<file path="src/rtl/sdram_stream_arbiter_pkg.sv">
// Shared definitions for the SDRAM stream path: burst scheduler FSM states,
// grant encodings and default burst/FIFO geometry used by the FIFO controllers.
package sdram_stream_pkg;

    localparam int unsigned DEF_BURST_LEN  = 256;
    localparam int unsigned DEF_FIFO_DEPTH = 1024;

    typedef enum logic [2:0] {
        IDLE    = 3'd0,
        WR_CMD  = 3'd1,
        RD_CMD  = 3'd2,
        WR_BUSY = 3'd3,
        RD_BUSY = 3'd4
    } arb_state_t;

    localparam logic GRANT_WR = 1'b1;
    localparam logic GRANT_RD = 1'b0;

endpackage

</file>
<file path="src/rtl/sdram_stream_arbiter_if.sv">
// Burst command port between the stream arbiter (master) and the SDRAM controller (slave).
interface sdram_stream_arbiter_if #(
    parameter int unsigned ADDR_W = 22
);

    logic              cmd_valid;
    logic              cmd_ready;
    logic              cmd_wr;
    logic [ADDR_W-1:0] cmd_addr;
    logic              burst_done;

    modport master (
        output cmd_valid,
        output cmd_wr,
        output cmd_addr,
        input  cmd_ready,
        input  burst_done
    );

    modport slave (
        input  cmd_valid,
        input  cmd_wr,
        input  cmd_addr,
        output cmd_ready,
        output burst_done
    );

endinterface

</file>
<file path="src/rtl/sdram_stream_arbiter_ring_ptr.sv">
// Wrapping ring pointer: advances by one burst per strobe, wraps at 2**ADDR_W.
module sdram_ring_ptr
    import sdram_stream_pkg::*;
#(
    parameter int unsigned ADDR_W    = 22,
    parameter int unsigned BURST_LEN = DEF_BURST_LEN
) (
    input  logic              clk,
    input  logic              rst,
    input  logic              adv,
    output logic [ADDR_W-1:0] ptr
);

    // Bursts are aligned and divide the ring, so natural overflow is the wrap.
    always_ff @(posedge clk) begin
        if (rst) begin
            ptr <= '0;
        end else if (adv) begin
            ptr <= ptr + ADDR_W'(BURST_LEN);
        end
    end

endmodule

</file>
<file path="src/rtl/sdram_stream_arbiter.sv">
// SDRAM burst scheduler for the stream path. Shares the controller command port
// between ingress drain (write bursts) and egress refill (read bursts), and
// tracks the SDRAM as a circular buffer of whole bursts.
// Optional feature macro: SDRAM_STREAM_WR_URGENT_EN (urgent ingress priority).
module sdram_stream_arbiter
    import sdram_stream_pkg::*;
#(
    parameter int unsigned ADDR_W     = 22,
    parameter int unsigned BURST_LEN  = DEF_BURST_LEN,
    parameter int unsigned USEDW_W    = 10,
    parameter int unsigned FIFO_DEPTH = DEF_FIFO_DEPTH
`ifdef SDRAM_STREAM_WR_URGENT_EN
   ,parameter int unsigned URGENT_LVL = 768
`endif
) (
    input  logic                 clk,
    input  logic                 rst,
    input  logic [USEDW_W-1:0]   wr_usedw,
    input  logic [USEDW_W-1:0]   rd_usedw,
    sdram_stream_arbiter_if.master cmd,
    output logic [ADDR_W:0]      ring_words,
    output logic                 ring_full,
    output logic                 ring_empty,
    output logic                 err_spurious
);

    localparam int unsigned CMP_W = ADDR_W + 1;
    localparam logic [CMP_W-1:0] RING_SIZE = CMP_W'(1) << ADDR_W;
    localparam logic [CMP_W-1:0] BURST_W   = CMP_W'(BURST_LEN);
    localparam logic [CMP_W-1:0] DEPTH_W   = CMP_W'(FIFO_DEPTH);

    arb_state_t        state, state_n;
    logic              last_grant, last_grant_n;
    logic              cmd_valid_q, cmd_valid_n;
    logic              cmd_wr_q, cmd_wr_n;
    logic [ADDR_W-1:0] cmd_addr_q, cmd_addr_n;
    logic [ADDR_W:0]   ring_words_n;
    logic              err_spurious_n;
    logic              wr_adv_c, rd_adv_c;
    logic              wr_elig_c, rd_elig_c, wr_first_c;
    logic [CMP_W-1:0]  wr_fill_c, rd_fill_c;
    logic [ADDR_W-1:0] wr_ptr, rd_ptr;

    sdram_ring_ptr #(.ADDR_W(ADDR_W), .BURST_LEN(BURST_LEN)) u_wr_ptr (
        .clk (clk),
        .rst (rst),
        .adv (wr_adv_c),
        .ptr (wr_ptr)
    );

    sdram_ring_ptr #(.ADDR_W(ADDR_W), .BURST_LEN(BURST_LEN)) u_rd_ptr (
        .clk (clk),
        .rst (rst),
        .adv (rd_adv_c),
        .ptr (rd_ptr)
    );

    assign cmd.cmd_valid = cmd_valid_q;
    assign cmd.cmd_wr    = cmd_wr_q;
    assign cmd.cmd_addr  = cmd_addr_q;

    // Eligibility: a whole burst of data and a whole burst of space on each side.
    always_comb begin
        wr_fill_c = CMP_W'(wr_usedw);
        rd_fill_c = CMP_W'(rd_usedw);
        wr_elig_c = (wr_fill_c >= BURST_W) && ((RING_SIZE - ring_words) >= BURST_W);
        rd_elig_c = (ring_words >= BURST_W) && ((DEPTH_W - rd_fill_c) >= BURST_W);
`ifdef SDRAM_STREAM_WR_URGENT_EN
        wr_first_c = (last_grant == GRANT_RD) || (wr_fill_c >= CMP_W'(URGENT_LVL));
`else
        wr_first_c = (last_grant == GRANT_RD);
`endif
    end

    // State and registered outputs.
    always_ff @(posedge clk) begin
        if (rst) begin
            state        <= IDLE;
            last_grant   <= GRANT_RD;
            cmd_valid_q  <= 1'b0;
            cmd_wr_q     <= 1'b0;
            cmd_addr_q   <= '0;
            ring_words   <= '0;
            ring_full    <= 1'b0;
            ring_empty   <= 1'b1;
            err_spurious <= 1'b0;
        end else begin
            state        <= state_n;
            last_grant   <= last_grant_n;
            cmd_valid_q  <= cmd_valid_n;
            cmd_wr_q     <= cmd_wr_n;
            cmd_addr_q   <= cmd_addr_n;
            ring_words   <= ring_words_n;
            ring_full    <= (ring_words_n == RING_SIZE);
            ring_empty   <= (ring_words_n == '0);
            err_spurious <= err_spurious_n;
        end
    end

    // Next-state, command outputs, pointer strobes and occupancy.
    always_comb begin
        state_n        = state;
        last_grant_n   = last_grant;
        cmd_valid_n    = cmd_valid_q;
        cmd_wr_n       = cmd_wr_q;
        cmd_addr_n     = cmd_addr_q;
        ring_words_n   = ring_words;
        err_spurious_n = err_spurious;
        wr_adv_c       = 1'b0;
        rd_adv_c       = 1'b0;

        case (state)
            IDLE: begin
                if (wr_elig_c && (!rd_elig_c || wr_first_c)) begin
                    state_n     = WR_CMD;
                    cmd_valid_n = 1'b1;
                    cmd_wr_n    = 1'b1;
                    cmd_addr_n  = wr_ptr;
                end else if (rd_elig_c) begin
                    state_n     = RD_CMD;
                    cmd_valid_n = 1'b1;
                    cmd_wr_n    = 1'b0;
                    cmd_addr_n  = rd_ptr;
                end
            end
            WR_CMD: begin
                if (cmd.cmd_ready) begin
                    state_n     = WR_BUSY;
                    cmd_valid_n = 1'b0;
                end
            end
            RD_CMD: begin
                if (cmd.cmd_ready) begin
                    state_n     = RD_BUSY;
                    cmd_valid_n = 1'b0;
                end
            end
            WR_BUSY: begin
                if (cmd.burst_done) begin
                    state_n      = IDLE;
                    wr_adv_c     = 1'b1;
                    ring_words_n = ring_words + BURST_W;
                    last_grant_n = GRANT_WR;
                end
            end
            RD_BUSY: begin
                if (cmd.burst_done) begin
                    state_n      = IDLE;
                    rd_adv_c     = 1'b1;
                    ring_words_n = ring_words - BURST_W;
                    last_grant_n = GRANT_RD;
                end
            end
            default: begin
                state_n = IDLE;
            end
        endcase

        // A completion with no accepted burst outstanding is a controller fault.
        if (cmd.burst_done && (state == IDLE || state == WR_CMD || state == RD_CMD)) begin
            err_spurious_n = 1'b1;
        end
    end

endmodule

</file>
<file path="src/flat_wrapper.sv">
// flat-port wrapper written by rule: the top's interface ports become plain ports
module sdram_stream_arbiter_flat import sdram_stream_pkg::*;
#(
    parameter int unsigned ADDR_W     = 22,
    parameter int unsigned BURST_LEN  = DEF_BURST_LEN,
    parameter int unsigned USEDW_W    = 10,
    parameter int unsigned FIFO_DEPTH = DEF_FIFO_DEPTH

)
  (clk, rst, wr_usedw, rd_usedw, ring_words, ring_full, ring_empty, err_spurious, cmd_cmd_valid, cmd_cmd_wr, cmd_cmd_addr, cmd_cmd_ready, cmd_burst_done);
  sdram_stream_arbiter_if #(.ADDR_W(ADDR_W)) cmd_i ();
  input  logic clk;
  input  logic rst;
  input  logic [USEDW_W-1:0] wr_usedw;
  input  logic [USEDW_W-1:0] rd_usedw;
  output logic [ADDR_W:0] ring_words;
  output logic ring_full;
  output logic ring_empty;
  output logic err_spurious;
  output wire logic [$bits(cmd_i.cmd_valid)-1:0] cmd_cmd_valid;
  output wire logic [$bits(cmd_i.cmd_wr)-1:0] cmd_cmd_wr;
  output wire logic [$bits(cmd_i.cmd_addr)-1:0] cmd_cmd_addr;
  input wire logic [$bits(cmd_i.cmd_ready)-1:0] cmd_cmd_ready;
  input wire logic [$bits(cmd_i.burst_done)-1:0] cmd_burst_done;
  assign cmd_cmd_valid = cmd_i.cmd_valid;
  assign cmd_cmd_wr = cmd_i.cmd_wr;
  assign cmd_cmd_addr = cmd_i.cmd_addr;
  assign cmd_i.cmd_ready = cmd_cmd_ready;
  assign cmd_i.burst_done = cmd_burst_done;
  sdram_stream_arbiter #(.ADDR_W(ADDR_W), .BURST_LEN(BURST_LEN), .USEDW_W(USEDW_W), .FIFO_DEPTH(FIFO_DEPTH)) u_core (.clk(clk), .rst(rst), .wr_usedw(wr_usedw), .rd_usedw(rd_usedw), .cmd(cmd_i), .ring_words(ring_words), .ring_full(ring_full), .ring_empty(ring_empty), .err_spurious(err_spurious));
endmodule
</file>
<file path="config.mk">
export PLATFORM = sky130hd
export DESIGN_NAME = sdram_stream_arbiter_flat
export DESIGN_NICKNAME = d
export VERILOG_FILES = /design/src/rtl/sdram_stream_arbiter_pkg.sv /design/src/rtl/sdram_stream_arbiter_if.sv /design/src/rtl/sdram_stream_arbiter_ring_ptr.sv /design/src/rtl/sdram_stream_arbiter.sv /design/src/flat_wrapper.sv
export SDC_FILE = /design/constraint.sdc
export NUM_CORES = 1
export LEC_CHECK = 0
export BUFFER_PORTS_ARGS = -buffer_cell sky130_fd_sc_hd__buf_2
export CAP_MARGIN = 20
export CORE_ASPECT_RATIO = 0.6
export CORE_MARGIN = 10
export CORE_UTILIZATION = 50
export CTS_CLUSTER_SIZE = 14
export DETAILED_ROUTE_END_ITERATION = 6
export GPL_TIMING_DRIVEN = 0
export MAX_ROUTING_LAYER = met4
export PLACE_DENSITY = 0.71
export SYNTH_ARGS = -nofsm -noshare
export SYNTH_HDL_FRONTEND = slang
export SYNTH_SLANG_ARGS = --single-unit
export TNS_END_PERCENT = 30
</file>
<file path="constraint.sdc">
create_clock -name clk -period 3.3 [get_ports clk]
set_input_delay 0.66 -clock clk [delete_from_list [all_inputs] [get_ports clk]]
set_output_delay 0.66 -clock clk [all_outputs]
set_load 0.05 [all_outputs]
</file>
==> results of run 1 <==
[timing repair]
item,CTS,global route
resized for setup,2,12
hold buffers,0,0
setup buffers,1,0
gates cloned,0,0
pin swaps,1,0
endpoints found under the setup margin,14,16
[sequential cells by signal (all words and copies together), names as in the netlist]
signal	cells
u_core.u_rd_ptr.ptr	14
u_core.last_grant	1
u_core.ring_words	15
u_core.ring_empty	1
u_core.ring_full	1
u_core.cmd.cmd_valid	1
u_core.err_spurious	1
u_core.cmd.cmd_addr	14
u_core.u_wr_ptr.ptr	14
u_core.state	3
u_core.cmd.cmd_wr	1
[report_power, final]
part / switching (uW) / internal, uW / total (uW)
clock network: 358 / 737 / 1100
logic: 568 / 237 / 805
registers: 42.8 / 863 / 905
total: 970 / 1840 / 2810
[tightest hold or removal path, stage by stage (launching register included)]
cell and delay [ps]:
sky130_fd_sc_hd__dfxtp_1 320, sky130_fd_sc_hd__a31oi_1 40, sky130_fd_sc_hd__nor2_1 70
[stage by stage]
step	instance area (sq um)	utilization [%]	setup WS (ps)	std cells	total power (uW)
2_1_floorplan	3809	-	107.9	461	1504
3_3_place_gp	4179	57.51	-204.8	613	1658
3_5_place_dp	4179	57.51	-227.1	613	1673
4_1_cts	4539	62.47	9.774	630	2784
5_1_grt	4604	63.36	-90.12	629	2921
6_report	4604	63.36	26.70	629	2806
[synth_stat cells (all sizes together) (4+ instances only)]
library cell / number
dfxtp: 66
nor2: 60
clkbuf: 23
buf: 21
nand2: 21
nor3: 20
nand3: 19
xor2: 19
a21oi: 17
mux2i: 17
a211oi: 16
o21ai: 15
xnor2: 11
nor4: 10
inv: 9
nor2b: 9
and3: 7
ha: 7
nand4: 7
a31oi: 6
or3: 6
or4: 6
a22oi: 4
[metal layers]
layer  GRT usage (%)  up-vias  part of all wire (%)
li1                -     1727                     -
met1           30.17     1711                    52
met2           26.60      160                    38
met3           7.834        9                   9.2
met4           3.417        0                  0.67
met5               -        -                     0
[cells by family after synthesis]
kind of cell | share of synthesized area (%)
AOI/OAI and AO/OA | 17.37
other | 0.09994
adders and majority gates | 2.334
muxes | 4.535
and+or+nand+nor | 26.08
xor gates and xnor gates | 7.002
DFF | 35.21
buffers and inverters | 7.369
[area by class of cell]
type	count	area (sq um)
Multi-Input combinational cell	342	2290
Inverter	9	33.78
Buffer	43	239.0
Sequential cell	66	1321
Clock inverter	7	117.6
Timing Repair Buffer	49	247.7
Clock buffer	9	225.2
Tap cell	104	130.1
Fill cell	673	2663
[how the worst max path moves through the flow]
stage                                     startpoint                                    to  slack (ps)  cells past startpoint
floorplan            u_core.ring_words[8]$_SDFF_PP0_  u_core.cmd.cmd_addr[15]$_SDFFE_PP0P_         110                     12
global route        u_core.ring_words[16]$_SDFF_PP0_  u_core.cmd.cmd_addr[15]$_SDFFE_PP0P_         -90                     10
detailed placement  u_core.ring_words[16]$_SDFF_PP0_  u_core.cmd.cmd_addr[15]$_SDFFE_PP0P_        -230                      9
global placement    u_core.ring_words[16]$_SDFF_PP0_  u_core.cmd.cmd_addr[15]$_SDFFE_PP0P_        -200                      9
CTS                 u_core.ring_words[16]$_SDFF_PP0_  u_core.cmd.cmd_addr[15]$_SDFFE_PP0P_          10                      9
finish              u_core.ring_words[16]$_SDFF_PP0_  u_core.cmd.cmd_addr[17]$_SDFFE_PP0P_          30                     10
==> reports/results.ini, run 1 <==
[routing]
via_count=3607
routed_wl_um=11590
route.detailed.wl_per_inst_um=18.42
drc_errors=0
post_drt_via_cell_ratio=5.734
detailedRoute.firstIterationViolations=405
drt_first_pass_iters=5
final_antenna_net_count=0

[floorplan]
design.die.area_sq_um=11480
die-height_um=87.11
fp.coreArea_sq_um=7267
initial_utilization_pct=51.64
boundaryPins=74
die_x_um=131.8
std_cell_rows=24

[synthesis]
syn_area_sq_um=3752
synth-seq-area-share_pct=35.21
synth_area_leaders=sky130_fd_sc_hd__dfxtp_1 (35%), sky130_fd_sc_hd__nor2_1 (5.9%), sky130_fd_sc_hd__mux2i_1 (4.5%), sky130_fd_sc_hd__xor2_1 (4.4%), sky130_fd_sc_hd__buf_4 (3.2%)
syn_area_per_cell_sq_um=8.413
synth-warning-count=0
post_synth_inst_count=446
synth_top_area_share_pct=35.21
synth_enable_flop_cells=0
synth_top_flop_cell=sky130_fd_sc_hd__dfxtp_1
ys_async_sr_fraction_pct=0
post_synthesis_cell_type_with_the_largest_combined_area=sky130_fd_sc_hd__dfxtp_1
synth_cell_types=67
synth-seq-cells=66

[worst_setup_path]
worst-endpoint-arrival_ps=3470
cp_cell_sequence=clkbuf_1 > or4_1 > clkbuf_1 > or4_4 > o21ai_1 > a22oi_1 > a221oi_4 > buf_6 > mux2i_1 > a211oi_2
reg2reg_slack_ps=30
rr_endpoint=u_core.cmd.cmd_addr[17]$_SDFFE_PP0P_
critPathBufInv=3
cp_top_family=simple AND/OR/NAND/NOR gates
slowest_stage=sky130_fd_sc_hd__or4_4
path_common_cell=sky130_fd_sc_hd__clkbuf_1
worstRegToRegCells=10
critical-path-max-stage-delay_ps=500
critical_path.startpoint_type=flip-flop
critPathRequiredTime_ps=3500
critical_path.endpoint_type=flip-flop
timing_worst_setup_path_type=reg -> reg
timing.critical_path.fanout_max=10
r2r-start=u_core.ring_words[16]$_SDFF_PP0_

[timing]
maxSlewHeadroom_pct=53.44
grt_setup_unrepaired=true
final.setup_skew_ps=7.365
timing_worst_slew_pin_value_ps=692.6
hold_violations=0
finalHoldWorstSlack_ps=478.9
fin_setup_tns_ps=0
timing.final.setup_violations=0
achievable_freq_mhz=305.5
timing.final.crit_period_ps=3273
period_share_pct=99.19
slew_violations=0

[worst_hold_path]
whs_path_depth=2
worst_hold_path_type=reg -> reg
timing.hold.worst_endpoint=u_core.err_spurious$_SDFFE_PP0P_
hold_path.startpoint=u_core.err_spurious$_SDFFE_PP0P_

[clock_tree]
max-clock-path-buffers=2
tritoncts.num_buffers=9
tritoncts=yes
cts.sinks=66
clock_latency_on_the_worst_skew_pair_ps=340
clk_pin_slew_ps=60
htree_levels=3
cts_root_buf=sky130_fd_sc_hd__clkbuf_16

[placement]
detailedPlacementHpwl_um=8749
gp_congestion=1.031
numPortBuffers=48

[grt]
grt_pass1_vias=3390
antenna_found_initial=0
global_route_wire_length_before_repair_um=18680
global_route_usage_over_all_layers_pct=20.89
pin_count_of_the_biggest_net_entering_global_routing=13
overflow=0

[pwr]
vdd.ir_drop.worst_uv=261.8
power.static_leakage_uw=0.001881
power.density_cell_area_nw_per_um2=609.3

[layout]
final_common_cell=sky130_fd_sc_hd__dfxtp_1
layout-drive-gt1-share_pct=21.52
fin_nets=551
insertedDiodeCount=0
syn_to_final_growth_pct=22.71
commonest_cells_after_routing_fill_and_taps_aside=sky130_fd_sc_hd__dfxtp_1 (66), sky130_fd_sc_hd__nor2_1 (59), sky130_fd_sc_hd__buf_2 (50)

[job]
timing.max_cap.violations=0

[run_status]
outcome=completed

Power figures use the tool's default switching activity.
==> inputs of run 2 (changes only) <==
PLACE_DENSITY = 0.7   (was 0.71)
SYNTH_HIERARCHICAL = 1   (was not set)
==> reports/results.ini, run 2 <==
[placement]
numPortBuffers=56  ; +17%
gp_congestion=0.9400  ; -8.8%
dpl.cell_count=720  ; +17%
placed_cell_area_sq_um=4971  ; +19%
dp_worst_setup_slack_ps=-42.62  ; +184.4 ps
detailedPlacementHpwl_um=9605  ; +9.8%

[worst_setup_path]
cp_cell_sequence=buf_6 > or4_4 > buf_6 > or4_4 > or2_1 > nand2_1 > and4_1 > buf_2 > o21ai_0 > a311oi_2
timing_worst_setup_path_type=reg -> reg
critPathRequiredTime_ps=3540  ; +40 ps
critical-path-max-stage-delay_ps=530  ; +30 ps
timing.critical_path.fanout_max=10  ; unchanged
critical_path.endpoint_type=flip-flop
slowest_stage=sky130_fd_sc_hd__or4_4
worst-endpoint-arrival_ps=3360  ; -110 ps
worstRegToRegCells=10  ; unchanged
critical_path.startpoint_type=flip-flop

[timing]
period_share_pct=94.56  ; -4.6 points
timing.final.crit_period_ps=3120  ; -152.9 ps
achievable_freq_mhz=320.5  ; +4.9%
final.setup_skew_ps=4.637  ; -2.729 ps
finalHoldWorstSlack_ps=470.5  ; -8.399 ps
maxSlewHeadroom_pct=53.08  ; -0.36 points
final.setup.worst_slack_ps=179.6  ; +152.9 ps
grt_setup_unrepaired=false
timing.final.setup_violations=0  ; unchanged
hold_violations=0  ; unchanged
slew_violations=0  ; unchanged
timing_worst_slew_pin_value_ps=703.8  ; +11.15 ps

[grt]
overflow=0  ; unchanged
pin_count_of_the_biggest_net_entering_global_routing=17  ; +4
global_route_wire_length_before_repair_um=20450  ; +9.5%
antenna_found_initial=0  ; unchanged
grt_pass1_vias=3944  ; +16%
global_route_usage_over_all_layers_pct=19.39  ; -1.5 points

[routing]
drt_first_pass_iters=5  ; unchanged
route.detailed.wl_per_inst_um=17.22  ; -6.6%
routed_wl_um=12710  ; +9.6%
drc_errors=0  ; unchanged
final_antenna_net_count=0  ; unchanged
post_drt_via_cell_ratio=5.936  ; +3.5%
detailedRoute.firstIterationViolations=407  ; +0.49%
via_count=4381  ; +21%

[pwr]
power.static_leakage_uw=0.002105  ; +12%
internal-power_uw=1783  ; -2.9%
share_comb_of_total_power_pct=32.6  ; +3.9 points
totalPowerFinal_uw=2822  ; +0.57%
power.density_cell_area_nw_per_um2=534.8  ; -12%
seq_power_share_pct=36.3  ; +4.0 points
power_frac_clock_pct=31.1  ; -7.9 points
p_switching_uw=1039  ; +7.1%
vdd.ir_drop.worst_uv=341.5  ; +30%
switching_fraction_pct=36.81  ; +2.3 points

[clock_tree]
clock_latency_on_the_worst_skew_pair_ps=340  ; about the same
tritoncts.num_buffers=9  ; unchanged
max-clock-path-buffers=2  ; unchanged
clk_pin_slew_ps=60  ; about the same
cts.sinks=74  ; +12%
postCtsHoldBufs=0  ; unchanged
htree_levels=3  ; unchanged
cts_root_buf=sky130_fd_sc_hd__clkbuf_16
tritoncts=yes

[layout]
instances_no_fill=738  ; +17%
fin_nets=654  ; +19%
commonest_cells_after_routing_fill_and_taps_aside=sky130_fd_sc_hd__dfxtp_1 (74), sky130_fd_sc_hd__buf_2 (63), sky130_fd_sc_hd__a21oi_1 (45)
syn_to_final_growth_pct=17.99
largest_register_ff_count=22  ; +7
layout-drive-gt1-share_pct=24.28  ; +2.8 points
final.fill_count=740  ; +10%
design_area_sq_um=5276  ; +15%
final_common_cell=sky130_fd_sc_hd__dfxtp_1
insertedDiodeCount=0  ; unchanged

[job]
timing.max_cap.violations=0  ; unchanged

[synthesis]
synthMostInstantiatedCell=sky130_fd_sc_hd__dfxtp_1
synth-warning-count=6  ; +6
synth_cell_types=63  ; -6.0%
synth_enable_flop_cells=0  ; unchanged
synth_area_leaders=sky130_fd_sc_hd__dfxtp_1 (33%), sky130_fd_sc_hd__a311oi_2 (6.7%), sky130_fd_sc_hd__a21oi_1 (5.1%), sky130_fd_sc_hd__buf_4 (4.4%), sky130_fd_sc_hd__nand3_1 (3.9%)
synth_top_flop_cell=sky130_fd_sc_hd__dfxtp_1
post_synth_inst_count=531  ; +19%
post_synth_most_frequent_cells=sky130_fd_sc_hd__dfxtp_1 (74), sky130_fd_sc_hd__a21oi_1 (46), sky130_fd_sc_hd__nor2_1 (37), sky130_fd_sc_hd__nand3_1 (35)
syn_area_per_cell_sq_um=8.421  ; about the same
synth-seq-cells=74  ; +12%
synth_top_area_share_pct=33.13  ; -2.1 points
ys_async_sr_fraction_pct=0  ; unchanged
post_synthesis_cell_type_with_the_largest_combined_area=sky130_fd_sc_hd__dfxtp_1
synth-seq-area-share_pct=33.13  ; -2.1 points
syn_area_sq_um=4472  ; +19%

[floorplan]
boundaryPins=74  ; unchanged
die-height_um=93.26  ; +7.1%
die_x_um=142.1  ; +7.8%
initial_utilization_pct=51.87  ; +0.24 points
std_cell_rows=26  ; +8.3%
fp.coreArea_sq_um=8621  ; +19%
design.die.area_sq_um=13250  ; +15%

[worst_hold_path]
whs_path_depth=2  ; unchanged
worst_hold_path_type=reg -> reg

[run_status]
outcome=completed

run 2: stage by stage:
step / TNS [ps] / util, %
2_1_floorplan: 0 / -
3_3_place_gp: 0 / 57.66
3_5_place_dp: -106.1 / 57.66
4_1_cts: 0 / 60.78
5_1_grt: 0 / 61.20
6_report: 0 / 61.20
run 2: routing by layer:
layer | up-vias | part of all wire (%) | track usage [%]
met4 | 0 | 0.80 | 5.085
met2 | 178 | 40 | 25.31
li1 | 2122 | - | -
met5 | - | 0 | -
met1 | 2072 | 50 | 27.99
met3 | 9 | 8.7 | 5.505
run 2: critical path: cells and delay by family (launching register included):
kind                   cells  cell delay (ps)
buffers and inverters      3              520
AND/OR/NAND/NOR            5             1730
AO/OA/AOI/OAI              2              480
flip-flops                 1              310
run 2: path summary, 6_finish.rpt:
kind	end	slack (ps)	startpoint
hold reg to reg	u_core/err_spurious$_SDFFE_PP0P_	470	u_core/err_spurious$_SDFFE_PP0P_
setup / recovery	u_core/cmd.cmd_addr[12]$_SDFFE_PP0P_	180	u_core/ring_words[16]$_SDFF_PP0_
setup reg to reg	u_core/cmd.cmd_addr[12]$_SDFFE_PP0P_	180	u_core/ring_words[16]$_SDFF_PP0_
hold / removal	u_core/err_spurious$_SDFFE_PP0P_	470	u_core/err_spurious$_SDFFE_PP0P_
run 2: final cells by class:
cell class	count	area [sq um]	share of cell area, %
multi-input combinational	403	2664	50.49
sequential	74	1481	28.08
buffer	67	390.4	7.399
timing repair buffer	60	310.3	5.881
clock buffer	11	242.7	4.600
tap	112	140.1	2.656
inverter	8	30.03	0.5691
clock inverter	3	17.52	0.3320
run 2: kinds of logic (layout without fill, tap and decap cells):
family	after synthesis	in the layout	share of synthesized area [%]
XOR/XNOR	23	23	4.505
AO/OA/AOI/OAI	138	138	22.72
flip-flops	74	74	33.13
other	3	24	0.2518
AND/OR/NAND/NOR	201	201	25.71
buffers and inverters	75	149	9.345
adder cells (fa/ha/maj)	7	7	1.959
multiplexers	10	10	2.378
run 2: power groups by stage:
stage / combinational (uW) / sequential (uW) / clock (uW)
after floorplan: 460 / 1290 / 0
after global placement: 890 / 1040 / 0
after detailed placement: 902 / 1040 / 0
after CTS: 905 / 1020 / 902
after global routing: 982 / 1030 / 935
final: 919 / 1020 / 878
run 2: what timing repair did:
action	in CTS	in global routing
buffers inserted	0	4
gates resized for setup	1	5
setup endpoints to repair	18	21
pin swaps	0	1
==> inputs of run 3 (changes only) <==
CORE_UTILIZATION = 35   (was 50)
PLACE_DENSITY = 0.52   (was 0.7)
clock period = 3.7 ns   (was 3.3 ns; I/O delays follow)
==> reports/results.ini, run 3 (synthesis gave the netlist of run 2 again) <==
[clock_tree]
postCtsSetupBuffers=0  ; unchanged
max-clock-path-buffers=2  ; unchanged
cts_root_buf=sky130_fd_sc_hd__clkbuf_16
clock_latency_on_the_worst_skew_pair_ps=340  ; about the same
htree_levels=3  ; unchanged
clk_pin_slew_ps=60  ; about the same
cts.sinks=74  ; unchanged
postCtsHoldBufs=0  ; unchanged
resized_after_cts=0  ; -1
tritoncts.num_buffers=9  ; unchanged
tritoncts=yes

[pwr]
power.static_leakage_uw=0.002103  ; about the same
vdd.ir_drop.worst_uv=299.3  ; -12%
power.density_cell_area_nw_per_um2=491.3  ; -8.1%

[floorplan]
boundaryPins=74  ; unchanged
die-height_um=107.6  ; +15%
initial_utilization_pct=36.48  ; -15 points
std_cell_rows=31  ; +19%
fp.coreArea_sq_um=12260  ; +42%
design.die.area_sq_um=17850  ; +35%
die_x_um=165.9  ; +17%

[routing]
final_antenna_net_count=0  ; unchanged
detailedRoute.firstIterationViolations=296  ; -27%
via_count=4336  ; -1.0%
drc_errors=0  ; unchanged
post_drt_via_cell_ratio=5.496  ; -7.4%
routed_wl_um=13850  ; +9.0%
drt_first_pass_iters=5  ; unchanged
route.detailed.wl_per_inst_um=17.56  ; +2.0%

[timing]
period_share_pct=89.75  ; -4.8 points
timing_worst_slew_pin_value_ps=782.5  ; +78.76 ps
final.setup.worst_slack_ps=379.1  ; +199.4 ps
timing.final.setup_violations=0  ; unchanged
achievable_freq_mhz=301.1  ; -6.0%
fin_setup_tns_ps=0  ; unchanged
timing.final.crit_period_ps=3321  ; +200.6 ps
hold_violations=0  ; unchanged
slew_violations=0  ; unchanged
grt_setup_unrepaired=false
final.setup_skew_ps=6.974  ; +2.337 ps
maxSlewHeadroom_pct=47.83  ; -5.3 points

[grt]
overflow=0  ; unchanged
grt_pass1_vias=3957  ; +0.33%
global_route_wire_length_before_repair_um=21990  ; +7.5%
global_route_usage_over_all_layers_pct=15.49  ; -3.9 points
pin_count_of_the_biggest_net_entering_global_routing=17  ; unchanged
antenna_found_initial=0  ; unchanged

[worst_setup_path]
critPathRequiredTime_ps=3940  ; +400 ps
cp_cell_sequence=clkbuf_1 > nor4_4 > nand2_1 > o2111ai_1 > nand2_1 > a21oi_1 > clkbuf_1 > a21oi_1 > a311oi_2
critical-path-max-stage-delay_ps=640  ; +110 ps
timing_worst_setup_path_type=reg -> reg
critPathBufInv=2  ; -1
critical_path.endpoint_type=flip-flop
r2r-start=u_core/ring_words[12]$_SDFF_PP0_
critical_path_depth=9  ; -1
worstRegToRegCells=9  ; -1
timing.critical_path.fanout_max=10  ; unchanged
slowest_stage=sky130_fd_sc_hd__nor4_4
worst-endpoint-arrival_ps=3560  ; +200 ps
cp_top_family=compound AO/OA/AOI/OAI gates
reg2reg_slack_ps=380  ; +200 ps
rr_endpoint=u_core/cmd.cmd_addr[12]$_SDFFE_PP0P_
critical_path.startpoint_type=flip-flop

[layout]
syn_to_final_growth_pct=19.64
commonest_cells_after_routing_fill_and_taps_aside=sky130_fd_sc_hd__dfxtp_1 (74), sky130_fd_sc_hd__buf_2 (63), sky130_fd_sc_hd__a21oi_1 (46)
final_common_cell=sky130_fd_sc_hd__dfxtp_1
insertedDiodeCount=0  ; unchanged
fin_nets=650  ; -0.61%
layout-drive-gt1-share_pct=23.72  ; -0.56 points
final.fill_count=1243  ; +68%
largest_register_ff_count=22  ; unchanged

[worst_hold_path]
timing.hold.worst_endpoint=u_core/cmd.cmd_valid$_SDFFE_PP0P_
worst_hold_path_type=reg -> reg
whs_path_depth=2  ; unchanged
hold_path.startpoint=u_core/cmd.cmd_valid$_SDFFE_PP0P_

[job]
timing.max_cap.violations=0  ; unchanged

[placement]
detailedPlacementHpwl_um=10530  ; +9.6%
dp_worst_setup_slack_ps=260.3  ; +302.9 ps
numPortBuffers=56  ; unchanged
gp_congestion=0.8892  ; -5.4%

[run_status]
outcome=completed

## run 3: worst min-delay path, delay by kind of cell (launching register included)
family / cells / cell delay, ps
flops: 1 / 310
compound gates: 2 / 120
## run 3: cell type report
| type | instances | area [sq um] | area share (%) |
|---|---|---|---|
| Multi-Input combinational cell | 403 | 2660 | 49.72 |
| Sequential cell | 74 | 1481 | 27.69 |
| Buffer | 67 | 387.9 | 7.250 |
| Timing Repair Buffer | 56 | 280.3 | 5.239 |
| Clock buffer | 10 | 239.0 | 4.467 |
| Tap cell | 165 | 206.4 | 3.859 |
| Clock inverter | 6 | 65.06 | 1.216 |
| Inverter | 8 | 30.03 | 0.5613 |
## run 3: per-layer routing
metal	up-vias	global-route usage (%)	wire (um)
met2	132	20.24	5490
met1	2070	22.62	7304
met4	0	3.401	102
li1	2120	-	-
met5	-	-	0
met3	14	4.158	955
## run 3: metrics by stage
stage	std cells	total power, uW	cell area, sq um	utilization [%]	hold slack, ps
2_1_floorplan	552	1562	4551	-	455.7
3_3_place_gp	773	1738	5037	41.10	454.8
3_5_place_dp	773	1749	5037	41.10	468.4
4_1_cts	789	2651	5341	43.58	485.9
5_1_grt	789	2752	5350	43.65	518.2
6_report	789	2629	5350	43.65	478.6
## run 3: how the worst max path moves through the flow
stage | start | to
after global routing | u_core/ring_words[13]$_SDFF_PP0_ | u_core/cmd.cmd_addr[1]$_SDFFE_PP0P_
final | u_core/ring_words[12]$_SDFF_PP0_ | u_core/cmd.cmd_addr[12]$_SDFFE_PP0P_
after global placement | u_core/ring_words[12]$_SDFF_PP0_ | u_core/cmd.cmd_addr[12]$_SDFFE_PP0P_
after floorplan | u_core/ring_words[16]$_SDFF_PP0_ | u_core/ring_full$_SDFF_PP0_
after CTS | u_core/ring_words[12]$_SDFF_PP0_ | u_core/cmd.cmd_addr[12]$_SDFFE_PP0P_
after detailed placement | u_core/ring_words[13]$_SDFF_PP0_ | u_core/cmd.cmd_addr[18]$_SDFFE_PP0P_
## run 3: power by group
group,internal [uW],leakage [uW],total [uW],switching (uW)
logic,253,0.00135,822,568
clock network,541,0.000149,890,349
registers,870,0.000602,917,46.8
